**config.mk**
```make
export PLATFORM = sky130hd
export DESIGN_NAME = alu_seq_unit_flat
export DESIGN_NICKNAME = d
export VERILOG_FILES = /design/src/rtl/alu_pkg.sv /design/src/rtl/alu_seq_unit_if.sv /design/src/rtl/alu_serial_shifter.sv /design/src/rtl/alu_seq_unit.sv /design/src/flat_wrapper.sv
export SDC_FILE = /design/constraint.sdc
export NUM_CORES = 1
export LEC_CHECK = 0
export BUFFER_PORTS_ARGS = -buffer_cell sky130_fd_sc_hd__buf_4
export CORE_ASPECT_RATIO = 0.75
export CORE_UTILIZATION = 55
export CTS_BUF_LIST = sky130_fd_sc_hd__clkbuf_4 sky130_fd_sc_hd__clkbuf_8 sky130_fd_sc_hd__clkbuf_16
export DETAILED_ROUTE_END_ITERATION = 12
export GPL_ROUTABILITY_DRIVEN = 0
export PLACE_DENSITY = 0.73
export SYNTH_ARGS = -nofsm -noshare
export SYNTH_HDL_FRONTEND = slang
export SYNTH_SLANG_ARGS = --single-unit
```
**constraint.sdc**
```tcl
create_clock -name clk -period 6.2 [get_ports clk]
set_clock_uncertainty 0.2 [all_clocks]
set_input_delay 0.93 -clock clk [delete_from_list [all_inputs] [get_ports clk]]
set_output_delay 0.93 -clock clk [all_outputs]
set_load 0.05 [all_outputs]
```
**src/rtl/alu_pkg.sv**
```systemverilog
// alu_pkg: shared definitions for the sequential ALU execution unit.
//   - opcode constants (4-bit encodings; wider opcode fields must be zero above bit 3)
//   - FSM state encoding
//   - serial shifter direction encoding
package alu_pkg;

   localparam logic [3:0] OP_ADD = 4'h0;
   localparam logic [3:0] OP_SUB = 4'h1;
   localparam logic [3:0] OP_OR  = 4'h2;
   localparam logic [3:0] OP_AND = 4'h3;
   localparam logic [3:0] OP_SHL = 4'h4;
   localparam logic [3:0] OP_SHR = 4'h5;
   localparam logic [3:0] OP_XOR = 4'h6;
   localparam logic [3:0] OP_SRA = 4'h7;

   typedef enum logic [1:0] {
      ST_IDLE  = 2'd0,
      ST_SHIFT = 2'd1,
      ST_DONE  = 2'd2
   } state_t;

   typedef enum logic [1:0] {
      SH_LEFT   = 2'd0,   // logical left, zero fill
      SH_RLOG   = 2'd1,   // logical right, zero fill
      SH_RARITH = 2'd2    // arithmetic right, MSB replicated
   } shdir_t;

endpackage

```
**src/rtl/alu_seq_unit_if.sv**
```systemverilog
// alu_seq_unit_if: issue-side and writeback-side handshake bundle.
//   master : the environment (issue stage + writeback stage)
//   slave  : the execution unit
// Handshake rules: a transfer happens on a rising edge where valid & ready are
// both high. A source holds valid and its data stable until that edge; ready
// may be low for any number of cycles. in_* carries one operation upstream,
// out_* carries one result downstream; busy reports a non-idle unit.
interface alu_seq_unit_if #(
   parameter int DATA_WIDTH = 8,
   parameter int OP_WIDTH   = 4
);
   logic                  in_valid;
   logic                  in_ready;
   logic [OP_WIDTH-1:0]   in_opcode;
   logic [DATA_WIDTH-1:0] in_a;
   logic [DATA_WIDTH-1:0] in_b;
   logic                  out_valid;
   logic                  out_ready;
   logic [DATA_WIDTH-1:0] out_result;
   logic                  out_carry;
   logic                  out_zero;
   logic                  out_illegal;
   logic                  busy;

   modport master (
      output in_valid, in_opcode, in_a, in_b, out_ready,
      input  in_ready, out_valid, out_result, out_carry, out_zero, out_illegal, busy
   );

   modport slave (
      input  in_valid, in_opcode, in_a, in_b, out_ready,
      output in_ready, out_valid, out_result, out_carry, out_zero, out_illegal, busy
   );
endinterface

```
**src/rtl/alu_serial_shifter.sv**
```systemverilog
// alu_serial_shifter: 1 bit per cycle shift register with down-counter.
// Ports:
//   clk, rst        clock, async active-high reset
//   i_load          load i_value / i_amount / i_mode (takes priority)
//   i_value         value to shift
//   i_amount        number of single-bit steps
//   i_mode          shift direction (shdir_t)
//   o_next_value    value after the step performed at the coming edge
//   o_next_bit      bit shifted out by that step
//   o_last          the coming edge performs the final step (count == 1)
//   o_done          no steps remaining (count == 0)
module alu_serial_shifter
   import alu_pkg::*;
#(
   parameter int DATA_WIDTH = 8,
   parameter int SHW        = 3
) (
   input  logic                  clk,
   input  logic                  rst,
   input  logic                  i_load,
   input  logic [DATA_WIDTH-1:0] i_value,
   input  logic [SHW-1:0]        i_amount,
   input  shdir_t                i_mode,
   output logic [DATA_WIDTH-1:0] o_next_value,
   output logic                  o_next_bit,
   output logic                  o_last,
   output logic                  o_done
);
   logic [DATA_WIDTH-1:0] r_value;
   logic [SHW-1:0]        r_count;
   shdir_t                r_mode;
   logic [DATA_WIDTH-1:0] w_next_value;
   logic                  w_next_bit;

   always_comb begin
      w_next_value = r_value;
      w_next_bit   = 1'b0;
      case (r_mode)
         SH_LEFT: begin
            w_next_value = {r_value[DATA_WIDTH-2:0], 1'b0};
            w_next_bit   = r_value[DATA_WIDTH-1];
         end
         SH_RLOG: begin
            w_next_value = {1'b0, r_value[DATA_WIDTH-1:1]};
            w_next_bit   = r_value[0];
         end
         SH_RARITH: begin
            w_next_value = {r_value[DATA_WIDTH-1], r_value[DATA_WIDTH-1:1]};
            w_next_bit   = r_value[0];
         end
         default: begin
            w_next_value = r_value;
            w_next_bit   = 1'b0;
         end
      endcase
   end

   always_ff @(posedge clk or posedge rst) begin
      if (rst) begin
         r_value <= '0;
         r_count <= '0;
         r_mode  <= SH_LEFT;
      end else if (i_load) begin
         r_value <= i_value;
         r_count <= i_amount;
         r_mode  <= i_mode;
      end else if (r_count != '0) begin
         r_value <= w_next_value;
         r_count <= r_count - SHW'(1);
      end
   end

   assign o_next_value = w_next_value;
   assign o_next_bit   = w_next_bit;
   assign o_last       = (r_count == SHW'(1));
   assign o_done       = (r_count == '0);
endmodule

```
**src/rtl/alu_seq_unit.sv**
```systemverilog
// alu_seq_unit: handshaked ALU execution unit, one operation in flight.
// Single-cycle ADD/SUB/OR/AND/XOR, iterative SHL/SHR/SRA (1 bit per cycle),
// carry/zero/illegal status.
// Ports:
//   clk, rst   clock, async active-high reset
//   alu_if     slave side of alu_seq_unit_if (issue in, result out, busy)
//   o_state    current FSM state, for observation
module alu_seq_unit
   import alu_pkg::*;
#(
   parameter int DATA_WIDTH = 8,
   parameter int OP_WIDTH   = 4
) (
   input  logic           clk,
   input  logic           rst,
   alu_seq_unit_if.slave  alu_if,
   output state_t         o_state
);
   localparam int SHW = $clog2(DATA_WIDTH);

   state_t                r_state;
   state_t                w_state_next;
   logic                  w_in_ready;
   logic                  w_out_valid;
   logic                  w_busy;
   logic                  w_accept;

   logic [3:0]            w_op4;
   logic                  w_legal;
   logic                  w_is_shift;
   logic [SHW-1:0]        w_shamt;
   shdir_t                w_sh_mode;
   logic [DATA_WIDTH:0]   w_sum;
   logic [DATA_WIDTH:0]   w_diff;

   logic                  w_sh_load;
   logic [DATA_WIDTH-1:0] w_sh_next_value;
   logic                  w_sh_next_bit;
   logic                  w_sh_last;
   logic                  w_sh_done;

   logic                  w_load_out;
   logic [DATA_WIDTH-1:0] w_res_d;
   logic                  w_carry_d;
   logic                  w_ill_d;

   logic [DATA_WIDTH-1:0] r_result;
   logic                  r_carry;
   logic                  r_zero;
   logic                  r_illegal;

   // ---------------- decode ----------------
   // Legal codes are 0..7; this also rejects any set bit above bit 3.
   assign w_op4   = alu_if.in_opcode[3:0];
   assign w_legal = (alu_if.in_opcode <= OP_WIDTH'(OP_SRA));
   assign w_shamt = alu_if.in_b[SHW-1:0];

   always_comb begin
      w_is_shift = 1'b0;
      w_sh_mode  = SH_LEFT;
      case (w_op4)
         OP_SHL: begin w_is_shift = w_legal; w_sh_mode = SH_LEFT;   end
         OP_SHR: begin w_is_shift = w_legal; w_sh_mode = SH_RLOG;   end
         OP_SRA: begin w_is_shift = w_legal; w_sh_mode = SH_RARITH; end
         default: begin w_is_shift = 1'b0;   w_sh_mode = SH_LEFT;   end
      endcase
   end

   // Extra MSB gives carry-out for ADD and borrow for SUB.
   assign w_sum  = {1'b0, alu_if.in_a} + {1'b0, alu_if.in_b};
   assign w_diff = {1'b0, alu_if.in_a} - {1'b0, alu_if.in_b};

   assign w_accept  = alu_if.in_valid & w_in_ready;
   assign w_sh_load = w_accept & w_is_shift & (w_shamt != '0);

   // ---------------- serial shifter ----------------
   alu_serial_shifter #(
      .DATA_WIDTH (DATA_WIDTH),
      .SHW        (SHW)
   ) u_shifter (
      .clk          (clk),
      .rst          (rst),
      .i_load       (w_sh_load),
      .i_value      (alu_if.in_a),
      .i_amount     (w_shamt),
      .i_mode       (w_sh_mode),
      .o_next_value (w_sh_next_value),
      .o_next_bit   (w_sh_next_bit),
      .o_last       (w_sh_last),
      .o_done       (w_sh_done)
   );

   // ---------------- FSM: state register ----------------
   always_ff @(posedge clk or posedge rst) begin
      if (rst) r_state <= ST_IDLE;
      else     r_state <= w_state_next;
   end

   // ---------------- FSM: next state ----------------
   always_comb begin
      w_state_next = r_state;
      case (r_state)
         ST_IDLE: begin
            if (w_accept) w_state_next = w_sh_load ? ST_SHIFT : ST_DONE;
         end
         // Leave on the edge that performs the final step, so the result is
         // registered on that same edge (k shift cycles for a shift by k).
         ST_SHIFT: begin
            if (w_sh_last || w_sh_done) w_state_next = ST_DONE;
         end
         ST_DONE: begin
            if (alu_if.out_ready) w_state_next = ST_IDLE;
         end
         default: w_state_next = ST_IDLE;
      endcase
   end

   // ---------------- FSM: outputs ----------------
   always_comb begin
      w_in_ready  = 1'b0;
      w_out_valid = 1'b0;
      w_busy      = 1'b1;
      case (r_state)
         ST_IDLE: begin
            w_in_ready = ~rst;
            w_busy     = 1'b0;
         end
         ST_SHIFT: w_busy = 1'b1;
         ST_DONE:  w_out_valid = 1'b1;
         default:  w_busy = 1'b0;
      endcase
   end

   // ---------------- result datapath ----------------
   always_comb begin
      w_load_out = 1'b0;
      w_res_d    = '0;
      w_carry_d  = 1'b0;
      w_ill_d    = 1'b0;
      if (r_state == ST_IDLE && w_accept) begin
         if (!w_legal) begin
            w_load_out = 1'b1;
            w_ill_d    = 1'b1;
         end else if (w_is_shift) begin
            // Zero-length shift completes immediately with A unchanged.
            if (w_shamt == '0) begin
               w_load_out = 1'b1;
               w_res_d    = alu_if.in_a;
            end
         end else begin
            w_load_out = 1'b1;
            case (w_op4)
               OP_ADD: begin w_res_d = w_sum[DATA_WIDTH-1:0];  w_carry_d = w_sum[DATA_WIDTH];  end
               OP_SUB: begin w_res_d = w_diff[DATA_WIDTH-1:0]; w_carry_d = w_diff[DATA_WIDTH]; end
               OP_OR:  w_res_d = alu_if.in_a | alu_if.in_b;
               OP_AND: w_res_d = alu_if.in_a & alu_if.in_b;
               OP_XOR: w_res_d = alu_if.in_a ^ alu_if.in_b;
               default: w_res_d = '0;
            endcase
         end
      end else if (r_state == ST_SHIFT && w_sh_last) begin
         w_load_out = 1'b1;
         w_res_d    = w_sh_next_value;
         w_carry_d  = w_sh_next_bit;
      end
   end

   always_ff @(posedge clk or posedge rst) begin
      if (rst) begin
         r_result  <= '0;
         r_carry   <= 1'b0;
         r_zero    <= 1'b0;
         r_illegal <= 1'b0;
      end else if (w_load_out) begin
         r_result  <= w_res_d;
         r_carry   <= w_carry_d;
         r_zero    <= (w_res_d == '0);
         r_illegal <= w_ill_d;
      end
   end

   assign alu_if.in_ready    = w_in_ready;
   assign alu_if.out_valid   = w_out_valid;
   assign alu_if.busy        = w_busy;
   assign alu_if.out_result  = r_result;
   assign alu_if.out_carry   = r_carry;
   assign alu_if.out_zero    = r_zero;
   assign alu_if.out_illegal = r_illegal;
   assign o_state            = r_state;
endmodule

```
**src/flat_wrapper.sv**
```systemverilog
// flat-port wrapper written by rule: the top's interface ports become plain ports
module alu_seq_unit_flat import alu_pkg::*;
#(
   parameter int DATA_WIDTH = 8,
   parameter int OP_WIDTH   = 4
)
  (clk, rst, o_state, alu_if_in_valid, alu_if_in_opcode, alu_if_in_a, alu_if_in_b, alu_if_out_ready, alu_if_in_ready, alu_if_out_valid, alu_if_out_result, alu_if_out_carry, alu_if_out_zero, alu_if_out_illegal, alu_if_busy);
  alu_seq_unit_if #(.DATA_WIDTH(DATA_WIDTH), .OP_WIDTH(OP_WIDTH)) alu_if_i ();
  input  logic clk;
  input  logic rst;
  output state_t o_state;
  input wire logic [$bits(alu_if_i.in_valid)-1:0] alu_if_in_valid;
  input wire logic [$bits(alu_if_i.in_opcode)-1:0] alu_if_in_opcode;
  input wire logic [$bits(alu_if_i.in_a)-1:0] alu_if_in_a;
  input wire logic [$bits(alu_if_i.in_b)-1:0] alu_if_in_b;
  input wire logic [$bits(alu_if_i.out_ready)-1:0] alu_if_out_ready;
  output wire logic [$bits(alu_if_i.in_ready)-1:0] alu_if_in_ready;
  output wire logic [$bits(alu_if_i.out_valid)-1:0] alu_if_out_valid;
  output wire logic [$bits(alu_if_i.out_result)-1:0] alu_if_out_result;
  output wire logic [$bits(alu_if_i.out_carry)-1:0] alu_if_out_carry;
  output wire logic [$bits(alu_if_i.out_zero)-1:0] alu_if_out_zero;
  output wire logic [$bits(alu_if_i.out_illegal)-1:0] alu_if_out_illegal;
  output wire logic [$bits(alu_if_i.busy)-1:0] alu_if_busy;
  assign alu_if_i.in_valid = alu_if_in_valid;
  assign alu_if_i.in_opcode = alu_if_in_opcode;
  assign alu_if_i.in_a = alu_if_in_a;
  assign alu_if_i.in_b = alu_if_in_b;
  assign alu_if_i.out_ready = alu_if_out_ready;
  assign alu_if_in_ready = alu_if_i.in_ready;
  assign alu_if_out_valid = alu_if_i.out_valid;
  assign alu_if_out_result = alu_if_i.out_result;
  assign alu_if_out_carry = alu_if_i.out_carry;
  assign alu_if_out_zero = alu_if_i.out_zero;
  assign alu_if_out_illegal = alu_if_i.out_illegal;
  assign alu_if_busy = alu_if_i.busy;
  alu_seq_unit #(.DATA_WIDTH(DATA_WIDTH), .OP_WIDTH(OP_WIDTH)) u_core (.clk(clk), .rst(rst), .alu_if(alu_if_i), .o_state(o_state));
endmodule
```
==> results of run 1 <==
[final timing paths]
path | from | slack (ps) | endpoint
max | alu_if_in_b[0] | 2890 | u_core.alu_if.out_zero
min | u_core.alu_if.out_result[4] | 300 | u_core.alu_if.out_result[4]
max reg2reg | u_core.u_shifter.r_mode[0] | 3120 | u_core.alu_if.out_zero
min reg2reg | u_core.alu_if.out_result[4] | 300 | u_core.alu_if.out_result[4]
max in group asynchronous | rst | 4440 | u_core.u_shifter.r_count[0]
min in group asynchronous | rst | 730 | u_core.u_shifter.r_value[0]
[area by class of cell]
cell class / instances / area (sq um)
multi-input combinational: 292 / 1980
fill: 451 / 1730
sequential: 26 / 651
timing repair buffer: 40 / 300
inverter: 32 / 120
tap: 60 / 75.1
clock buffer: 3 / 41.3
clock inverter: 1 / 30.0
[critical path: stages]
cell and delay (ps):
buf_4 130, ha_1 240, fa_1 420, a21o_1 190
a21oi_1 220, nor4_1 70, nor4_1 300, a21oi_1 190
nor4_1 420, a32o_1 220
[logic make-up after synthesis]
| kind of cell | synth area share, % |
|---|---|
| muxes | 2.11 |
| AOI/OAI and AO/OA | 26.9 |
| xor gates and xnor gates | 0.614 |
| buffers and inverters | 7.89 |
| DFF | 22.8 |
| adders and majority gates | 16.3 |
| and+or+nand+nor | 23.4 |
[state kept, by name, summed over array words and instances (netlist names)]
register                   cells
u_core.alu_if.out_result       8
u_core.u_shifter.r_value       8
u_core.u_shifter.r_count       3
u_core.o_state                 2
u_core.u_shifter.r_mode        2
u_core.alu_if.out_carry        1
u_core.alu_if.out_illegal      1
u_core.alu_if.out_zero         1
[cells in the mapped netlist (6+ instances only)]
cell / number
nand2b_1: 9
nor2_1: 23
dfrtp_1: 26
a21oi_1: 47
ha_1: 34
mux2i_1: 6
nor4_1: 9
buf_2: 9
nand2_1: 36
o21bai_1: 6
o21ai_1: 7
inv_1: 30
nor3_1: 14
nor2b_1: 7
clkbuf_1: 12
a21o_1: 6
o21ai_0: 15
[power breakdown]
group | internal [mW] | total, mW | switching [mW] | leakage [nW]
combinational | 0.240 | 0.666 | 0.426 | 1.17
clock | 0.0865 | 0.145 | 0.0586 | 0.0357
sequential | 0.240 | 0.304 | 0.0636 | 0.333
[stage by stage]
step / util (%) / setup WS (ps) / instances / total power [mW] / hold WS [ps]
floorplan: - / 3090 / 373 / 0.797 / 352
finish: 64.9 / 2890 / 454 / 1.12 / 298
detailed placement: 63.5 / 2700 / 450 / 0.957 / 271
CTS: 64.9 / 2990 / 454 / 1.11 / 298
global route: 64.9 / 2760 / 454 / 1.19 / 308
global placement: 63.5 / 2740 / 450 / 0.951 / 268
[per-layer routing]
layer	wire length (um)	vias up	part of all wire, %	global-route usage [%]
li1	-	1380	-	-
met1	3930	1369	48	45.5
met2	3390	146	41	46.8
met3	780	10	9.5	7.75
met4	97	0	1.2	5.30
met5	0	-	0	0
==> impl_results.md, run 1 <==
* Status: finished clean
* PD cells at roughly 350 nW/um^2
* Htree depth at 1
* Share of layout cells above drive strength 1 at between 10% and 20%
* Initial core utilization at 57.9%
* GRT Residual Overflow at 0
* Fin. max-slew vios at 0
* Largest net degree at the start of global routing at 35
* Num CTS Buffers at 3
* F_max at approximately 0.3 GHz
* Die Span X at approximately 85 um
* CP Class: in2reg
* Worst R2R Path Depth at 8
* Vias at between 2000 and 3000
* Seq cells post-synth at 26
* Max_slew headroom at 29.1%
* Max VDD drop at approximately 0.00032 V
* Clock transition at the registers of the reported paths at approximately 100 ps
* Post-synthesis cell type count at 57
* # DRC at 0
* Cells after Synth at 373
* Post-CTS setup buffers at 0
* CTS Hold Buffers Added at 0
* Total GRT Usage at slightly above 30%
* Worst-Margin Slew at roughly 1100 ps
* I/O pin count at 40
* Hpwl dp at 6.22 mm
* Drt via density at about 6.4
* RSZ-0062 raised after global routing: no
* CTS tree: built
* Leak Pwr at between 1.5 and 2 nW
* Main synth FF type: dfrtp_1
* Tcrit/Tclk final at a little over half
* Worst-case clock buffer depth at 2
* Warning count from the yosys run at 0
* CTS resizes at 0
* Area after DPL at between 3000 and 4000 sq um
* Biggest area consumer among synthesized cells: dfrtp_1
* Die height at roughly 64 um
* Commonest non-fill, non-tap cell in the layout: a21oi_1
* Cell row count at 22
* Cell Area, Synth at between 2000 and 3000 sq um
* Worst skew pair latency at between 200 and 300 ps
* Core area at 4930 sq um
* Most frequent cells in the layout: a21oi_1, buf_4, nand2_1
* CP required at ~6200 ps
* Hold Path Class: reg2reg
* Async SR Flop Fraction at 100%
* Die area at approximately 5500 sq um
* Area Overhead vs Synth at 12.1%
* Routed WL at slightly above 8 mm
* Final setup viols at 0
* Root Buffer: clkbuf_8
* Hold depth at 1
* Routed length per instance at 18.1 um
* Post-Syn Nets at about 430
* CTS Sinks at 26
* EDFF count, synth at 0
* NumNets Final at roughly 460
* Post-route minimum period at ~3300 ps
* Startpoint types: input pin
* Global-route wire length before repair at about 13 mm
* Crit end category: flop
* # diodes at 0
* DRT Pass-1 Iters at 5
* # Max-Cap Violations at 0
* Top post-synthesis cells by area: dfrtp_1, ha_1, a21oi_1
* Initial antenna violation count at 0
* DR iter-0 viols at 307
* Syn avg cell area at around 7.6 sq um
* Final ANT Viol Nets at 0
* WP data arrival at around 3300 ps
* Final Cell Area at 3200 sq um
* CP Max Fanout at 4
* Fin. Hold Viols at 0
* IO Port Bufs at 39
* Total Neg Setup Slack at 0 ps
* Synth top area share at between 20% and 30%
* Vias in the first global route at 2657
* Seq/Total Area, Yosys at between 20% and 30%
Power figures use the tool's default switching activity.
==> run 2, diff against run 1 <==
==> constraint.sdc (replaced) <==
create_clock -name clk -period 3.5 [get_ports clk]
set_clock_uncertainty 0.2 [all_clocks]
set_input_delay 0.525 -clock clk [delete_from_list [all_inputs] [get_ports clk]]
set_output_delay 0.525 -clock clk [all_outputs]
set_load 0.05 [all_outputs]
==> run 2 against run 1 <==
  * Count of clock-buffer cells in the layout unchanged
  * Routed wire length shrank 1.6%
  * Via count is 1.5% lower
  * Global-route usage fell by 0.10 points
  * Register-to-register slack worse by 2500 ps
  * Final cell count increased by 0.88%
  * Largest cell class unchanged
  * Cell area up 0.94%
  * Die area unchanged
  * Critical endpoint unchanged
==> impl_results.md, run 2 (synthesis gave the netlist of run 1 again) <==
* I/O pin count at 40
* CP required at ~3500 ps
* Core area at between 4000 and 5000 sq um
* IO Port Bufs at 39
* Util after Layout at between 60% and 70%
* WP data arrival at between 2000 and 3000 ps
* Design Power at ~2.0 mW
* Initial antenna violation count at 0
* Total Neg Setup Slack at 0 ps
* Root Buffer: clkbuf_8
* CP Max Fanout at 16
* Dpl ws at ~400 ps
* Largest net degree at the start of global routing at 35
* Global-route wire length before repair at 13.2 mm
* Commonest non-fill, non-tap cell in the layout: a21oi_1
* PD cells at ~610 nW/um^2
* DRT Pass-1 Iters at 7
* Drt via density at about 6.2
* Fillers at 424
* Max VDD drop at around 0.00052 V
* Fin. Hold Viols at 0
* Placed insts at about 450
* Fin. max-slew vios at 0
* CTS Sinks at 26
* NumNets Final at ~460
* CTS resizes at 0
* Worst-case clock buffer depth at 2
* Num CTS Buffers at 3
* CTS tree: built
* Leak Pwr at between 1.5 and 2 nW
* Routed length per instance at approximately 18 um
* Status: finished clean
* CTS Hold Buffers Added at 0
* Final Non-Filler Cells at ~460
* # Max-Cap Violations at 0
* Hold Path Class: reg2reg
* Routed WL at about 8 mm
* Final setup viols at 0
* Die Span X at between 80 and 90 um
* Die height at 64.4 um
* Max_slew headroom at roughly a third
* Share of layout cells above drive strength 1 at between 10% and 20%
* Vias at approximately 2900
* Clock transition at the registers of the reported paths at around 100 ps
* Post-CTS setup buffers at 0
* Cell row count at 22
* DR iter-0 viols at 361
* RSZ-0062 raised after global routing: no
* F_max at 0.343 GHz
* Vias in the first global route at roughly 2600
* Setup ws final at 584 ps
* # diodes at 0
* Post-route minimum period at between 2000 and 3000 ps
* Initial core utilization at approximately 58%
* # DRC at 0
* Die area at approximately 5500 sq um
* Worst skew pair latency at 280 ps
* Area Overhead vs Synth at 13.2%
* Crit end category: flop
* Most frequent cells in the layout: a21oi_1, buf_4, nand2_1
* Htree depth at 1
* Hpwl dp at about 6.1 mm
* Tcrit/Tclk final at a little over four fifths
* Total GRT Usage at a little under a third
* CP Class: reg2reg
* GRT Residual Overflow at 0
* Startpoint types: flop
* Final ANT Viol Nets at 0
* Worst-Margin Slew at 1030 ps
run 2: cell types whose count changed in the layout (fill, tap and decap cells not counted):
cell	before	now
buf_4	40	44
run 2: path summary, 6_finish.rpt:
kind	slack (ps)	start	to	depth (start not counted)
max in group asynchronous	2170	rst	u_core.u_shifter.r_value[4]	2
worst min-delay path	290	u_core.alu_if.out_result[4]	u_core.alu_if.out_result[4]	1
min in group asynchronous	320	rst	u_core.u_shifter.r_count[0]	2
worst min register to register	290	u_core.alu_if.out_result[4]	u_core.alu_if.out_result[4]	1
worst max-delay path	580	u_core.u_shifter.r_mode[0]	u_core.alu_if.out_zero	8
worst max register to register	580	u_core.u_shifter.r_mode[0]	u_core.alu_if.out_zero	8
run 2: per-stage QoR:
stage | cell area [sq um] | hold slack (ps)
floorplan | 2850 | 352
global placement | 3160 | 268
detailed placement | 3160 | 265
CTS | 3230 | 295
global route | 3230 | 314
finish | 3230 | 294
run 2: report_power, final:
group          switching (mW)  internal [mW]  total, mW
clock network           0.102          0.153      0.255
registers               0.104          0.426      0.530
logic                   0.763          0.430       1.19
run 2: metal layers:
layer	GRT usage, %	vias up	part of all wire (%)
met5	0	-	0
met4	7.63	0	1.2
met3	5.81	10	10
met2	45.5	154	41
met1	46.5	1307	47
li1	-	1389	-
run 2: cell type report:
cell class / count / area, sq um / area share (%)
multi-input combinational: 292 / 1980 / 61.4
sequential: 26 / 651 / 20.1
timing repair buffer: 44 / 330 / 10.2
inverter: 32 / 120 / 3.72
tap: 60 / 75.1 / 2.32
clock buffer: 3 / 41.3 / 1.28
clock inverter: 1 / 30.0 / 0.930
run 2: critical path, stage by stage, from the launching register on:
cell	delay [ps]
dfrtp_1	380
ha_1	450
o21ba_1	310
a222oi_1	370
nand2b_1	230
o211ai_1	110
o31a_1	300
nor4_1	310
a32o_1	200
==> run 3, diff against run 2 <==
==> constraint.sdc (replaced) <==
create_clock -name clk -period 2.7 [get_ports clk]
set_clock_uncertainty 0.2 [all_clocks]
set_input_delay 0.405 -clock clk [delete_from_list [all_inputs] [get_ports clk]]
set_output_delay 0.405 -clock clk [all_outputs]
set_load 0.05 [all_outputs]
==> run 3 against run 2 <==
  * Register-to-register slack worse by 450 ps
  * Via count is 5.7% higher
  * Final cell count is 7.2% higher
  * First-iteration DRC count is 3.3% lower
  * Largest power group unchanged
  * Global-route usage is 1.2 points higher
  * Cell area is 8.1% higher
  * Core utilization is 5.3 points higher
==> impl_results.md, run 3 (synthesis gave the netlist of run 1 again) <==
* Num CTS Buffers at 3
* # DRC at 0
* # diodes at 0
* Worst skew pair latency at about 280 ps
* WP data arrival at 2620 ps
* IO Port Bufs at 39
* CP Max Fanout at 6
* CTS Sinks at 26
* Die area at around 5500 sq um
* Startpoint types: input pin
* DRT Pass-1 Iters at 5
* Leak Pwr at around 1.7 nW
* Routed WL at ~8.4 mm
* Vias in the first global route at approximately 2800
* I/O pin count at 40
* Core area at between 4000 and 5000 sq um
* Share of layout cells above drive strength 1 at 21.3%
* # Max-Cap Violations at 0
* Commonest non-fill, non-tap cell in the layout: buf_4
* Design Power at between 2 and 3 mW
* Root Buffer: clkbuf_8
* Largest net degree at the start of global routing at 35
* NumNets Final at slightly below 500
* Drt via density at between 6 and 7
* Die height at between 60 and 70 um
* DR iter-0 viols at approximately 350
* Fillers at 409
* Die Span X at ~85 um
* Crit end category: flop
* Initial core utilization at 57.9%
* Fin. Hold Viols at 0
* Placed insts at 486
* CP required at 2680 ps
* Worst-case clock buffer depth at 2
* Vias at around 3000
* CTS tree: built
* PD cells at 760 nW/um^2
* RSZ-0062 raised after global routing: no
* Max_slew headroom at around 64%
* Htree depth at 1
* Area Overhead vs Synth at 22.4%
* Global-route wire length before repair at 13.8 mm
* F_max at 0.378 GHz
* Post-route minimum period at between 2000 and 3000 ps
* Worst-Margin Slew at around 540 ps
* Total Neg Setup Slack at 0 ps
* Final setup viols at 0
* Final ANT Viol Nets at 0
* CP Class: in2reg
* Util after Layout at a little under three quarters
* Tcrit/Tclk final at a little over nine tenths
* Area after DPL at around 3400 sq um
* Hpwl dp at around 6.5 mm
* Routed length per instance at about 17 um
* Cell row count at 22
* Final Cell Area at roughly 3500 sq um
* Total GRT Usage at about a third
* Clock transition at the registers of the reported paths at roughly 100 ps
* Final Non-Filler Cells at about 500
* Fin. max-slew vios at 0
* GRT Residual Overflow at 0
* Most frequent cells in the layout: buf_4, a21oi_1, nand2_1
* Hold Path Class: in2reg
* Max VDD drop at 0.000666 V
* Status: finished clean
* Initial antenna violation count at 0
-- run 3: cell type report --
| type | count | area (sq um) | area share [%] |
|---|---|---|---|
| flip-flops and latches | 26 | 651 | 18.6 |
| inverters | 32 | 120 | 3.44 |
| clock buffers | 3 | 41.3 | 1.18 |
| clock inverters | 1 | 30.0 | 0.860 |
| multi-input cells | 292 | 1990 | 57.1 |
| well taps | 60 | 75.1 | 2.15 |
| repair buffers | 77 | 581 | 16.6 |
-- run 3: final timing paths --
kind,slack [ps],to,depth (start not counted),start
hold reg to reg,290,u_core.alu_if.out_result[3],1,u_core.alu_if.out_result[3]
hold / removal,170,u_core.u_shifter.r_value[0],3,alu_if_in_a[0]
setup reg to reg,130,u_core.alu_if.out_zero,9,u_core.u_shifter.r_mode[0]
setup / recovery,60,u_core.alu_if.out_zero,9,rst
max in group asynchronous,1190,u_core.alu_if.out_carry,4,rst
min in group asynchronous,530,u_core.o_state[0],3,rst
-- run 3: worst max-delay path, cell delays in order --
cell	delay, ps
dlygate4sd3_1	540
buf_4	150
and3b_1	330
nand2b_2	180
a21oi_1	250
nand2_1	80
o211ai_1	330
nor4_1	90
a32o_1	260
-- run 3: per-layer routing --
metal	global-route usage, %	part of all wire, %	up-vias	wire, um
met5	0	0	-	0
met4	5.51	1.4	0	116
met3	4.78	11	11	921
met2	47.9	41	193	3430
met1	49.6	47	1355	3900
li1	-	-	1463	-
-- run 3: repair_timing --
action | in CTS | in global routing
hold buffers | 1 | 0
hold endpoints to repair | 13 | 0
resized for setup | 0 | 4
endpoints found under the setup margin | 0 | 1
setup buffers | 0 | 0
-- run 3: through the flow --
step	setup slack, ps	hold slack, ps
6_report	55.8	172
5_1_grt	1.95	209
4_1_cts	88.0	175
3_5_place_dp	-65.4	265
3_3_place_gp	-75.6	266
2_1_floorplan	118	245
-- run 3: where the power goes --
| group | switching [mW] | total (mW) | internal [mW] |
|---|---|---|---|
| combinational | 0.990 | 1.63 | 0.640 |
| clock | 0.131 | 0.329 | 0.199 |
| sequential | 0.141 | 0.693 | 0.552 |
